`src/rtl/miner_pkg.sv`:
```
// Shared constants and sweep state encoding for the nonce sweep controller.
package miner_pkg;
  localparam int NONCE_W = 32;
  localparam logic [NONCE_W-1:0] DEFAULT_TARGET = 32'hA41F32E7;
  typedef enum logic [1:0] {
    IDLE  = 2'd0,
    SWEEP = 2'd1,
    DRAIN = 2'd2,
    DONE  = 2'd3
  } sweep_state_t;
endpackage

```
`src/rtl/gn_fifo.sv`:
```
// Golden-nonce FIFO with first-word-fall-through head; a push into a full
// FIFO is accepted when the head is popped in the same cycle.
module gn_fifo
  import miner_pkg::*;
#(
  parameter int DEPTH = 8,
  parameter int WIDTH = NONCE_W
) (
  input  logic             hash_clk,
  input  logic             reset,
  input  logic             push,
  input  logic [WIDTH-1:0] push_data,
  input  logic             pop,
  output logic             full,
  output logic             empty,
  output logic [WIDTH-1:0] head
);
  localparam int PTR_W = $clog2(DEPTH);

  logic [WIDTH-1:0] mem_r [DEPTH];
  logic [PTR_W-1:0] wr_ptr_r;
  logic [PTR_W-1:0] rd_ptr_r;
  logic [PTR_W:0]   count_r;
  logic             write_s;
  logic             read_s;

  assign full    = (count_r == (PTR_W + 1)'(DEPTH));
  assign empty   = (count_r == (PTR_W + 1)'(0));
  assign head    = mem_r[rd_ptr_r];
  assign read_s  = pop & ~empty;
  assign write_s = push & (~full | read_s);

  // Storage, pointers and fill level.
  always_ff @(posedge hash_clk or posedge reset) begin
    if (reset) begin
      wr_ptr_r <= PTR_W'(0);
      rd_ptr_r <= PTR_W'(0);
      count_r  <= (PTR_W + 1)'(0);
      for (int i = 0; i < DEPTH; i++) begin
        mem_r[i] <= WIDTH'(0);
      end
    end else begin
      if (write_s) begin
        mem_r[wr_ptr_r] <= push_data;
        wr_ptr_r        <= wr_ptr_r + PTR_W'(1);
      end
      if (read_s) begin
        rd_ptr_r <= rd_ptr_r + PTR_W'(1);
      end
      count_r <= count_r + (PTR_W + 1)'(write_s) - (PTR_W + 1)'(read_s);
    end
  end
endmodule

```
`src/rtl/nonce_sweep_ctrl.sv`:
```
// Multi-core nonce sweep controller: issues interleaved nonce groups, realigns
// core results with their nonces and queues golden nonces for the host.
module nonce_sweep_ctrl
  import miner_pkg::*;
#(
  parameter int                 NUM_CORES    = 1,
  parameter int                 PIPE_LATENCY = 254,
  parameter int                 FIFO_DEPTH   = 8,
  parameter logic [NONCE_W-1:0] TARGET       = DEFAULT_TARGET
) (
  input  logic                           hash_clk,
  input  logic                           reset,
  input  logic                           new_work,
  input  logic [NONCE_W-1:0]             start_nonce,
  output logic [NONCE_W*NUM_CORES-1:0]   core_nonce,
  input  logic [NONCE_W*NUM_CORES-1:0]   core_hash,
  output logic                           running,
  output logic                           exhausted,
  output logic                           gn_valid,
  output logic [NONCE_W-1:0]             gn_nonce,
  input  logic                           gn_ready,
  output logic [7:0]                     drop_count
);
  localparam int                 IDX_W      = (NUM_CORES > 1) ? $clog2(NUM_CORES) : 1;
  localparam int                 WARM_W     = $clog2(PIPE_LATENCY + 1);
  localparam logic [NONCE_W:0]   STRIDE     = (NONCE_W + 1)'(NUM_CORES);
  localparam logic [NONCE_W-1:0] ALIGN_MASK = ~NONCE_W'(NUM_CORES - 1);

  sweep_state_t                 state_r, next_state_s;
  logic [NONCE_W-1:0]           aligned_s, group_base_r, check_base_r, s1_base_r;
  logic [NONCE_W*NUM_CORES-1:0] core_nonce_r;
  logic [NONCE_W:0]             issue_sum_s, check_sum_s;
  logic [WARM_W-1:0]            warm_r;
  logic                         check_active_r, checking_s, s1_last_r;
  logic [NUM_CORES-1:0]         match_s, match_r;
  logic                         hit_any_s, push_s, pop_s, full_drop_s;
  logic                         fifo_full_s, fifo_empty_s;
  logic [IDX_W-1:0]             hit_idx_s;
  logic [4:0]                   hit_cnt_s, extra_s;
  logic [8:0]                   drop_sum_s;
  logic [7:0]                   drop_r;
  logic                         running_r, exhausted_r;
  logic [NONCE_W-1:0]           fifo_head_s;

  function automatic logic [NONCE_W*NUM_CORES-1:0] nonce_group(input logic [NONCE_W-1:0] base);
    logic [NONCE_W*NUM_CORES-1:0] grp;
    for (int i = 0; i < NUM_CORES; i++) begin
      grp[i*NONCE_W +: NONCE_W] = base + NONCE_W'(i);
    end
    return grp;
  endfunction

  assign aligned_s   = start_nonce & ALIGN_MASK;
  // A carry out of the next group base marks the current group as the last one.
  assign issue_sum_s = {1'b0, group_base_r} + STRIDE;
  assign check_sum_s = {1'b0, check_base_r} + STRIDE;
  assign checking_s  = check_active_r & (warm_r == WARM_W'(0));

  // Next-state decode; new_work restarts the sweep from any state.
  always_comb begin
    next_state_s = state_r;
    if (new_work) begin
      next_state_s = SWEEP;
    end else begin
      case (state_r)
        IDLE:    next_state_s = IDLE;
        SWEEP:   next_state_s = issue_last_s() ? DRAIN : SWEEP;
        DRAIN:   next_state_s = s1_last_r ? DONE : DRAIN;
        DONE:    next_state_s = DONE;
        default: next_state_s = IDLE;
      endcase
    end
  end

  function automatic logic issue_last_s();
    return issue_sum_s[NONCE_W];
  endfunction

  // State register with registered status flags.
  always_ff @(posedge hash_clk or posedge reset) begin
    if (reset) begin
      state_r     <= IDLE;
      running_r   <= 1'b0;
      exhausted_r <= 1'b0;
    end else begin
      state_r     <= next_state_s;
      running_r   <= (next_state_s == SWEEP) || (next_state_s == DRAIN);
      exhausted_r <= (next_state_s == DONE);
    end
  end

  // Issue side: advance one nonce group per cycle while sweeping.
  always_ff @(posedge hash_clk or posedge reset) begin
    if (reset) begin
      group_base_r <= NONCE_W'(0);
      core_nonce_r <= (NONCE_W * NUM_CORES)'(0);
    end else if (new_work) begin
      group_base_r <= aligned_s;
      core_nonce_r <= nonce_group(aligned_s);
    end else if ((state_r == SWEEP) && !issue_sum_s[NONCE_W]) begin
      group_base_r <= issue_sum_s[NONCE_W-1:0];
      core_nonce_r <= nonce_group(issue_sum_s[NONCE_W-1:0]);
    end
  end

  // Check side: same group sequence as issue, held off by the warm-up count.
  always_ff @(posedge hash_clk or posedge reset) begin
    if (reset) begin
      warm_r         <= WARM_W'(0);
      check_active_r <= 1'b0;
      check_base_r   <= NONCE_W'(0);
    end else if (new_work) begin
      warm_r         <= WARM_W'(PIPE_LATENCY);
      check_active_r <= 1'b1;
      check_base_r   <= aligned_s;
    end else begin
      if (warm_r != WARM_W'(0)) begin
        warm_r <= warm_r - WARM_W'(1);
      end
      if (checking_s) begin
        if (check_sum_s[NONCE_W]) begin
          check_active_r <= 1'b0;
        end else begin
          check_base_r <= check_sum_s[NONCE_W-1:0];
        end
      end
    end
  end

  // Per-core target compare.
  always_comb begin
    match_s = NUM_CORES'(0);
    for (int i = 0; i < NUM_CORES; i++) begin
      match_s[i] = checking_s && (core_hash[i*NONCE_W +: NONCE_W] == TARGET);
    end
  end

  // Compare stage 1 register; new_work discards anything in flight.
  always_ff @(posedge hash_clk or posedge reset) begin
    if (reset) begin
      match_r   <= NUM_CORES'(0);
      s1_base_r <= NONCE_W'(0);
      s1_last_r <= 1'b0;
    end else if (new_work) begin
      match_r   <= NUM_CORES'(0);
      s1_base_r <= NONCE_W'(0);
      s1_last_r <= 1'b0;
    end else begin
      match_r   <= match_s;
      s1_base_r <= check_base_r;
      s1_last_r <= checking_s & check_sum_s[NONCE_W];
    end
  end

  // Lowest-index priority encode and count of additional hits.
  always_comb begin
    hit_idx_s = IDX_W'(0);
    hit_cnt_s = 5'd0;
    for (int i = NUM_CORES - 1; i >= 0; i--) begin
      hit_idx_s = match_r[i] ? IDX_W'(i) : hit_idx_s;
      hit_cnt_s = hit_cnt_s + 5'(match_r[i]);
    end
    hit_any_s = |match_r;
    extra_s   = hit_any_s ? (hit_cnt_s - 5'd1) : 5'd0;
  end

  assign push_s      = hit_any_s & ~new_work;
  assign pop_s       = gn_ready & ~fifo_empty_s;
  assign full_drop_s = push_s & fifo_full_s & ~pop_s;
  assign drop_sum_s  = {1'b0, drop_r} + 9'(push_s ? extra_s : 5'd0) + 9'(full_drop_s);

  // Saturating drop counter.
  always_ff @(posedge hash_clk or posedge reset) begin
    if (reset) begin
      drop_r <= 8'd0;
    end else if (new_work) begin
      drop_r <= 8'd0;
    end else begin
      drop_r <= drop_sum_s[8] ? 8'd255 : drop_sum_s[7:0];
    end
  end

  gn_fifo #(
    .DEPTH (FIFO_DEPTH),
    .WIDTH (NONCE_W)
  ) u_gn_fifo (
    .hash_clk  (hash_clk),
    .reset     (reset),
    .push      (push_s),
    .push_data (s1_base_r + NONCE_W'(hit_idx_s)),
    .pop       (pop_s),
    .full      (fifo_full_s),
    .empty     (fifo_empty_s),
    .head      (fifo_head_s)
  );

  assign core_nonce = core_nonce_r;
  assign running    = running_r;
  assign exhausted  = exhausted_r;
  assign gn_valid   = ~fifo_empty_s;
  assign gn_nonce   = fifo_empty_s ? NONCE_W'(0) : fifo_head_s;
  assign drop_count = drop_r;
endmodule
```
`config.mk`:
```
export PLATFORM = sky130hd
export DESIGN_NAME = nonce_sweep_ctrl
export DESIGN_NICKNAME = d
export VERILOG_FILES = /design/src/rtl/miner_pkg.sv /design/src/rtl/gn_fifo.sv /design/src/rtl/nonce_sweep_ctrl.sv
export SDC_FILE = /design/constraint.sdc
export NUM_CORES = 1
export LEC_CHECK = 0
export CAP_MARGIN = 20
export CELL_PAD_IN_SITES_DETAIL_PLACEMENT = 0
export CELL_PAD_IN_SITES_GLOBAL_PLACEMENT = 2
export CORE_ASPECT_RATIO = 0.7
export CORE_MARGIN = 2
export CORE_UTILIZATION = 41
export DETAILED_ROUTE_END_ITERATION = 16
export GPL_ROUTABILITY_DRIVEN = 0
export PLACE_DENSITY_LB_ADDON = 0.1
export SYNTH_ARGS = -nofsm -noshare
export SYNTH_HDL_FRONTEND = slang
export SYNTH_SLANG_ARGS = --single-unit
```
`constraint.sdc`:
```
create_clock -name hash_clk -period 14.95 [get_ports hash_clk]
set_input_delay 2.99 -clock hash_clk [delete_from_list [all_inputs] [get_ports hash_clk]]
set_output_delay 2.99 -clock hash_clk [all_outputs]
set_load 0.02 [all_outputs]
```
### After elaboration in Yosys (flattened, before gate mapping)

Index checks and enable logic that the tools add are counted.

* word-level logic and storage cells: 102
* register bits after elaboration: 385
* input port bits: 68

* reduce and logical (&&, ||, !) cells: 15
* bitwise operators: 15
* order comparisons: 3
* eq/ne operators: 9
* muxes and demuxes: 28
* add/subtract/negate cells: 10

Operator list (count)
* 2-to-1 mux 32 bit: 10
* bitwise mux 256 bit: 1
* binary-select mux 32 bit (select 3 bit): 1
* demux 32 bit (select 3 bit): 1
* adder 32 x 1 -> 33 bit, second input constant: 2
* == test 32 bit, second input constant: 1
* 2-to-1 mux 8 bit: 4
* 2-to-1 mux 5 bit: 2
* adder 8 x 5 -> 9 bit: 1
* adder 9 x 1 -> 9 bit: 1
* AND 1 bit: 8
* == test 2 bit, second input constant: 4
* greater-or-equal comparator 4 bit, second input constant: 2
* logical NOT 8 bit: 1
* NOT 3 -> 4 bit: 2
* one-hot mux 2 bit (4 select lines): 1
* nonzero test 2 bit: 4
* nonzero test 8 bit: 1
* subtractor 8 x 1 -> 8 bit, second input constant: 1
* adder 3 x 1 -> 3 bit, second input constant: 2
* 2-to-1 mux 1 bit: 6
* adder 4 x 1 -> 4 bit: 1
* == test 2 x 1 -> 1 bit, second input constant: 2
* == test 4 bit, second input constant: 1
* other kinds (13): 20

### Depth between registers and ports, before layout

Gate-level depths: netlist (run 1).

* word-level depth: 8
* mapped depth: 13

### By module

Synthesis (run 1) repeated with hierarchy kept, for this count alone.

* cells, all modules: 1431
* area total of the unflattened synthesis: 18789.3 sq um

By module, submodules not included
* gn_fifo: cells each 714, times used 1, sequential area each 6656.4 sq um, area each 12191.7 sq um
* nonce_sweep_ctrl: cells each 717, times used 1, sequential area each 2977.9 sq um, area each 6597.6 sq um

### Least setup slack after synthesis (run 1)

OpenSTA, ideal clock, no wires.

* path type: flip-flop to output port
* start: register u_gn_fifo.rd_ptr_r[0]
* end: output port gn_nonce[14]
* required time: 11.960 ns
* path slack: 9.849 ns
* cell stages (with the launch flop): 6
* buffers on the path: 2
* arrival: 2.111 ns
* cell sequence: dfrtp_1 -> clkbuf_1 -> buf_1 -> mux4_2 -> mux2i_1 -> nor2_1

* cells in the longest elaborated chain, start to end: 5

Ends and longest elaborated chain
* start, declared: RTL line gn_fifo.sv:22 `logic [PTR_W-1:0] rd_ptr_r;`
* start signal, assigned: RTL line gn_fifo.sv:48 `rd_ptr_r <= rd_ptr_r + PTR_W'(1);`
* NOT 3 -> 4 bit (implied by the code): RTL line gn_fifo.sv:29 `assign head = mem_r[rd_ptr_r];`
* binary-select mux 32 bit (select 3 bit): RTL line gn_fifo.sv:29
* 2-to-1 mux 32 bit (implied by the code) (2 in series): RTL line gn_fifo.sv:29
* 2-to-1 mux 32 bit: RTL line nonce_sweep_ctrl.sv:201 `assign gn_nonce = fifo_empty_s ? NONCE_W'(0) : fifo_head_s;`
* end, declared: RTL line nonce_sweep_ctrl.sv:20 `output logic [NONCE_W-1:0] gn_nonce,`

Every way passes these cells. The select of a mux whose other input is x is not followed.

### Worst setup path after layout (run 1)

* start: register u_gn_fifo.rd_ptr_r[0]
* end: output port gn_nonce[22]

The elaborated chain is that of the path after synthesis.

==> results.sh, run 1 <==
export IMPL_top_layer="met4"
export IMPL_synth_top_family_by_area="multiplexers"
export IMPL_critPathMaxStageDelay_ns=0.80
export IMPL_drt_wl_total_mm=47.73
export IMPL_antenna_found_initial=0
export IMPL_finalSetupTns_ns=0
export IMPL_path_class="reg -> out"
export IMPL_clock_latency_ns=0.53
export IMPL_crit_fanout=42
export IMPL_end_kind="output port"
export IMPL_avgSynthCellArea_um2=13.00
export IMPL_grt_pass1_wl_mm=76.01
export IMPL_setup_worst_path_start_class="register"
export IMPL_synthXorXnorAreaFrac=0.01733
export IMPL_fin_crit_ns=6.743
export IMPL_cts_resized=0
export IMPL_fin_util=0.4923
export IMPL_die_width_um=255.8
export IMPL_synth_area_mux_share=0.2659
export IMPL_p_int_w=0.001831
export IMPL_yosys_area_share_simple=0.1099
export IMPL_hold_violations=0
export IMPL_synth_compound_area_frac=0.04236
export IMPL_place_port_buffers=142
export IMPL_irDropWorstVdd_mv=0.08835
export IMPL_syn_to_final_growth_pct=18.28
export IMPL_synth_area_leaders="dfrtp_1 (53%), mux2_2 (16%), mux4_2 (7.9%)"
export IMPL_critPathRequiredTime_ns=11.96
export IMPL_ys_top_cells_by_count="dfrtp_1 (385), mux2_2 (266), nor2_1 (84), mux4_2 (64), nand2_1 (61)"
export IMPL_ant_nets=0
export IMPL_post_cts_buffers=0
export IMPL_netlist_instances=1400
export IMPL_cts_buffers=40
export IMPL_final_net_count=1608
export IMPL_ios=143
export IMPL_root_buffer="clkbuf_16"
export IMPL_critPathTopFamily="buffers and inverters"
export IMPL_grt_pass1_vias=12377
export IMPL_clockBufferDepth=3
export IMPL_grt_total_usage=0.2103
export IMPL_p_leak_nw=9.756
export IMPL_drt_iter0_drc=800
export IMPL_gr_total_overflow=0
export IMPL_ys_seq_area_frac=0.5295
export IMPL_tightest_slew_ns=1.018
export IMPL_viasPerCell=5.547
export IMPL_path_clk_slew_ns=0.06
export IMPL_route_met3_wl_mm=1.562
export IMPL_synth_top_area_cell="dfrtp_1"
export IMPL_cp_num_buf_inv=2
export IMPL_rsz0062_at_grt="no"
export IMPL_maxCapViolations=0
export IMPL_status="complete, no violations"
export IMPL_drv_slew=0
export IMPL_hold_ws_ns=0.4991
export IMPL_cts_sinks=385
export IMPL_post_drt_wl_per_cell_um=22.27
export IMPL_grt_max_degree=115
export IMPL_worstPathCellList="buf_4 -> mux4_2 -> mux2i_1 -> nor2_1 -> clkdlybuf4s50_1"
export IMPL_wl_met2_mm=21.16
export IMPL_seqPwrFrac=0.455
export IMPL_syn_nets=1484
export IMPL_dieArea_um2=46110
export IMPL_p_total_w=0.002544
export IMPL_setup_violations_final=0
export IMPL_via_count=11888
export IMPL_ys_ff_latch=385
export IMPL_dp_cells=2075
export IMPL_instances_no_fill=2143
export IMPL_synth_top_area_share=0.5295
export IMPL_synth_flop_cell="dfrtp_1"
export IMPL_crit_slowest_cell="buf_4"
export IMPL_synth_edf_count=0
export IMPL_power_clock_fraction=0.388
export IMPL_p_comb_frac=0.157
export IMPL_fill_cells=3914
export IMPL_cts_hold_buf=0
export IMPL_std_cell_rows=64
export IMPL_p_per_area_nw_per_um2=118.2
export IMPL_synth_most_common_cell="dfrtp_1"
export IMPL_hpwl_mm=30.08
export IMPL_synth_area_um2=18200
export IMPL_relSlewSlack=0.3151
export IMPL_max_freq_mhz=148.3
export IMPL_ys_warn_count=0
export IMPL_ys_types=67
export IMPL_synthAdderAreaFrac=0.01141
export IMPL_hold_class="reg -> reg"
export IMPL_finalCritPeriodShare=0.4511
export IMPL_switchingPower_w=0.0007129
export IMPL_switching_share=0.2802
export IMPL_drive_gt1_frac=0.2821
export IMPL_wl_met1_mm=24.36
export IMPL_diodes=0
export IMPL_dieHeight_um=180.3
export IMPL_htree_levels=2
export IMPL_cts_tree="yes"
export IMPL_drt_pass1_iterations=5
export IMPL_synthArstFlopShare=1.000
export IMPL_clock_skew_ns=0.01457
export IMPL_cp_arrival_ns=3.75
export IMPL_start_util=0.4162
export IMPL_post_route_drc_count=0
export IMPL_core_um2=43720
[kinds of logic after synthesis]
kind of cell,count (synthesis)
compound gates,112
flops,385
mux,370
fa+ha+maj,16
xor+xnor,36
buf+inv,110
simple gates,371
[routing by layer]
layer,GRT usage,vias up
met5,0,-
met4,0.03743,0
met3,0.02799,51
met2,0.3195,178
met1,0.3246,6243
li1,-,5416
[final cells by class]
| class | count | area [um2] | share of cell area |
|---|---|---|---|
| Clock buffer | 60 | 1217 | 0.05656 |
| Timing Repair Buffer | 162 | 1577 | 0.07325 |
| Multi-Input combinational cell | 905 | 8165 | 0.3794 |
| Tap cell | 594 | 743.2 | 0.03453 |
| Clock inverter | 7 | 60.06 | 0.002790 |
| Sequential cell | 385 | 9641 | 0.4479 |
| Inverter | 30 | 120.1 | 0.005581 |
[power by group through the flow]
stage	logic [W]	clock network [W]	registers, W
4_1_cts	0.000409	0.00101	0.00116
2_1_floorplan	0.000293	0	0.00114
6_report	0.000399	0.000988	0.00116
3_3_place_gp	0.000405	0	0.00118
3_5_place_dp	0.000408	0	0.00118
5_1_grt	0.000437	0.00106	0.00117
[flip-flops by register name (all words and copies together), names as in the netlist]
| signal | cells |
|---|---|
| s1_last_r | 1 |
| check_active_r | 1 |
| state_r | 2 |
| u_gn_fifo.rd_ptr_r | 3 |
| u_gn_fifo.count_r | 4 |
| core_nonce | 32 |
| drop_count | 8 |
| running | 1 |
| warm_r | 8 |
| exhausted | 1 |
| hit_any_s | 1 |
| check_base_r | 32 |
| u_gn_fifo.wr_ptr_r | 3 |
| u_gn_fifo.mem_r | 256 |
| s1_base_r | 32 |
[path summary, 6_finish.rpt]
check                      slack [ns]  cells after the start                               end                         startpoint
min reg2reg                      0.50                      1   u_gn_fifo.mem_r[24]$_DFFE_PP0P_    u_gn_fifo.mem_r[24]$_DFFE_PP0P_
min                              0.50                      1   u_gn_fifo.mem_r[24]$_DFFE_PP0P_    u_gn_fifo.mem_r[24]$_DFFE_PP0P_
min in group asynchronous        3.02                      2           drop_count[2]$_DFF_PP0_                              reset
max reg2reg                     11.44                      5      check_base_r[23]$_DFFE_PP0P_              warm_r[4]$_DFFE_PP0P_
max                              8.21                      5                      gn_nonce[22]  u_gn_fifo.rd_ptr_r[0]$_DFFE_PP0N_
max in group asynchronous        9.53                      4  u_gn_fifo.mem_r[144]$_DFFE_PP0P_                              reset
[layout by cell type, fill, tap and decap left out, types with 30 or more instances in the layout]
master and n:
clkbuf_16 41, clkdlybuf4s50_1 141, dfrtp_1 382, mux2_2 266
mux2i_1 39, mux4_2 64, nand2_1 61, nand3_1 41
nand4_1 30, nor2_1 83, nor2b_1 33
[stage by stage]
| step | setup WS, ns | instance area, um2 |
|---|---|---|
| global route | 7.956 | 21520 |
| detailed placement | 8.682 | 20230 |
| CTS | 8.115 | 21510 |
| floorplan | 1.261 | 18200 |
| global placement | 8.684 | 20230 |
| finish | 8.207 | 21520 |
No activity file was read; power rests on OpenSTA's default activity.
==> inputs of run 2 (changes only) <==
--- a/config.mk
+++ b/config.mk
@@ -10,7 +10,7 @@
 export CELL_PAD_IN_SITES_GLOBAL_PLACEMENT = 2
 export CORE_ASPECT_RATIO = 0.7
 export CORE_MARGIN = 2
-export CORE_UTILIZATION = 41
+export CORE_UTILIZATION = 37
 export DETAILED_ROUTE_END_ITERATION = 16
 export GPL_ROUTABILITY_DRIVEN = 0
 export PLACE_DENSITY_LB_ADDON = 0.1
==> constraint.sdc (replaced) <==
create_clock -name hash_clk -period 5.8 [get_ports hash_clk]
set_input_delay 1.16 -clock hash_clk [delete_from_list [all_inputs] [get_ports hash_clk]]
set_output_delay 1.16 -clock hash_clk [all_outputs]
set_load 0.02 [all_outputs]
==> results.sh, run 2 (same netlist as run 1, synthesis figures left out) <==
export IMPL_status="complete, no violations"
export IMPL_p_comb_frac=0.141
export IMPL_crit_slowest_cell="dfrtp_4"
export IMPL_drv_slew=0
export IMPL_layout_commonest_cell="dfrtp_1"
export IMPL_instances_no_fill=2217
export IMPL_power_clock_fraction=0.394
export IMPL_tightest_slew_ns=1.242
export IMPL_crit_fanout=40
export IMPL_top_layer="met4"
export IMPL_die_width_um=269.1
export IMPL_p_leak_nw=9.823
export IMPL_ff2ff_setup_slack_ns=2.53
export IMPL_grt_pass1_wl_mm=76.25
export IMPL_path_clk_slew_ns=0.06
export IMPL_final_net_count=1616
export IMPL_wl_met1_mm=25.32
export IMPL_ios=143
export IMPL_post_cts_buffers=0
export IMPL_route_met3_wl_mm=1.872
export IMPL_dieHeight_um=189.5
export IMPL_relSlewSlack=0.1641
export IMPL_seqPwrFrac=0.465
export IMPL_antenna_found_initial=0
export IMPL_p_total_w=0.006673
export IMPL_start_util=0.3775
export IMPL_cp_arrival_ns=3.31
export IMPL_syn_to_final_growth_pct=19.60
export IMPL_clock_latency_ns=0.55
export IMPL_cts_tree="yes"
export IMPL_finalCritPeriodShare=0.7699
export IMPL_dieArea_um2=51000
export IMPL_hold_class="reg -> reg"
export IMPL_post_drt_wl_per_cell_um=21.92
export IMPL_cts_resized=0
export IMPL_drt_wl_total_mm=48.60
export IMPL_place_port_buffers=142
export IMPL_top_register="u_gn_fifo.mem_r"
export IMPL_critPathMaxStageDelay_ns=0.99
export IMPL_setup_violations_final=0
export IMPL_switchingPower_w=0.001878
export IMPL_p_int_w=0.004795
export IMPL_cts_buffers=40
export IMPL_path_class="reg -> out"
export IMPL_p_per_area_nw_per_um2=306.6
export IMPL_end_kind="output port"
export IMPL_place_area_um2=20420
export IMPL_final_cell_mix="dfrtp_1 (382), mux2_2 (266), clkdlybuf4s50_1 (141)"
export IMPL_grt_max_degree=138
export IMPL_hpwl_mm=32.13
export IMPL_diodes=0
export IMPL_hold_violations=0
export IMPL_max_freq_mhz=223.9
export IMPL_stdcell_area_um2=21760
export IMPL_wl_met2_mm=20.68
export IMPL_viasPerCell=5.402
export IMPL_core_um2=48200
export IMPL_ant_nets=0
export IMPL_post_route_drc_count=0
export IMPL_switching_share=0.2814
export IMPL_drt_iter0_drc=682
export IMPL_clock_skew_ns=0.02484
export IMPL_critPathRequiredTime_ns=4.64
export IMPL_largest_register_ffs=256
export IMPL_clockBufferDepth=3
export IMPL_drt_pass1_iterations=4
export IMPL_fin_crit_ns=4.466
export IMPL_dp_cells=2145
export IMPL_worstPathCellList="buf_4 -> mux4_2 -> mux2i_1 -> nor2_1 -> clkdlybuf4s50_1"
export IMPL_gr_total_overflow=0
export IMPL_cts_hold_buf=0
export IMPL_std_cell_rows=67
export IMPL_root_buffer="clkbuf_16"
export IMPL_via_count=11976
export IMPL_cts_sinks=385
export IMPL_grt_pass1_vias=12245
export IMPL_maxCapViolations=0
export IMPL_irDropWorstVdd_mv=0.1844
export IMPL_rsz0062_at_grt="no"
export IMPL_grt_total_usage=0.1959
export IMPL_drive_gt1_frac=0.2862
export IMPL_htree_levels=2
export IMPL_setup_worst_path_start_class="register"
## run 2: cell count changes in the layout (fill, tap and decap cells not counted), moves of 2 or more
cell        before  now
clkbuf_1         7    9
buf_12           0    4
clkinvlp_4       0    3
buf_4           20   25
clkbuf_8        12   10
## run 2: worst paths after layout
path                                              startpoint                                to  depth (start not counted)
max                        u_gn_fifo.rd_ptr_r[0]$_DFFE_PP0N_                       gn_nonce[0]                          5
min                         u_gn_fifo.mem_r[245]$_DFFE_PP0P_  u_gn_fifo.mem_r[245]$_DFFE_PP0P_                          1
max reg2reg                   u_gn_fifo.count_r[2]$_DFF_PP0_   u_gn_fifo.mem_r[33]$_DFFE_PP0P_                          8
min reg2reg                 u_gn_fifo.mem_r[245]$_DFFE_PP0P_  u_gn_fifo.mem_r[245]$_DFFE_PP0P_                          1
max in group asynchronous                              reset        core_nonce[26]$_DFFE_PP0P_                          3
min in group asynchronous                              reset           drop_count[6]$_DFF_PP0_                          2
## run 2: layout make-up
cell class,count,area (um2)
fill,4404,26440
sequential,385,9641
multi-input combinational,905,8164
timing repair buffer,170,1679
clock buffer,61,1222
tap,655,819.5
clock inverter,11,121.4
inverter,30,116.4
## run 2: critical path: cells and delay by family (launching register included)
family	cells	cell delay, ns
mux	2	0.73
buf+inv	2	0.96
simple gates	1	0.06
flops	1	0.99
## run 2: power by group through the flow
stage | clock network (W) | logic (W) | registers, W
finish | 0.00263 | 0.000940 | 0.00310
detailed placement | 0 | 0.000959 | 0.00316
global route | 0.00284 | 0.00103 | 0.00314
floorplan | 0 | 0.000757 | 0.00295
global placement | 0 | 0.000953 | 0.00316
CTS | 0.00272 | 0.000962 | 0.00311
## run 2: through the flow
stage	hold slack (ns)	setup WS [ns]	utilization	setup TNS, ns
after CTS	0.4883	1.172	0.4515	0
final	0.4829	1.334	0.4515	0
after floorplan	0.4533	-0.5360	-	-206.34
after detailed placement	0.4743	1.505	0.4236	0
after global routing	0.5128	1.069	0.4515	0
after global placement	0.4651	1.576	0.4236	0
## run 2: routing by layer
layer | global-route usage | vias up
met4 | 0.03761 | 0
met3 | 0.03003 | 52
met5 | 0 | -
met2 | 0.2788 | 199
met1 | 0.3135 | 6293
li1 | - | 5432
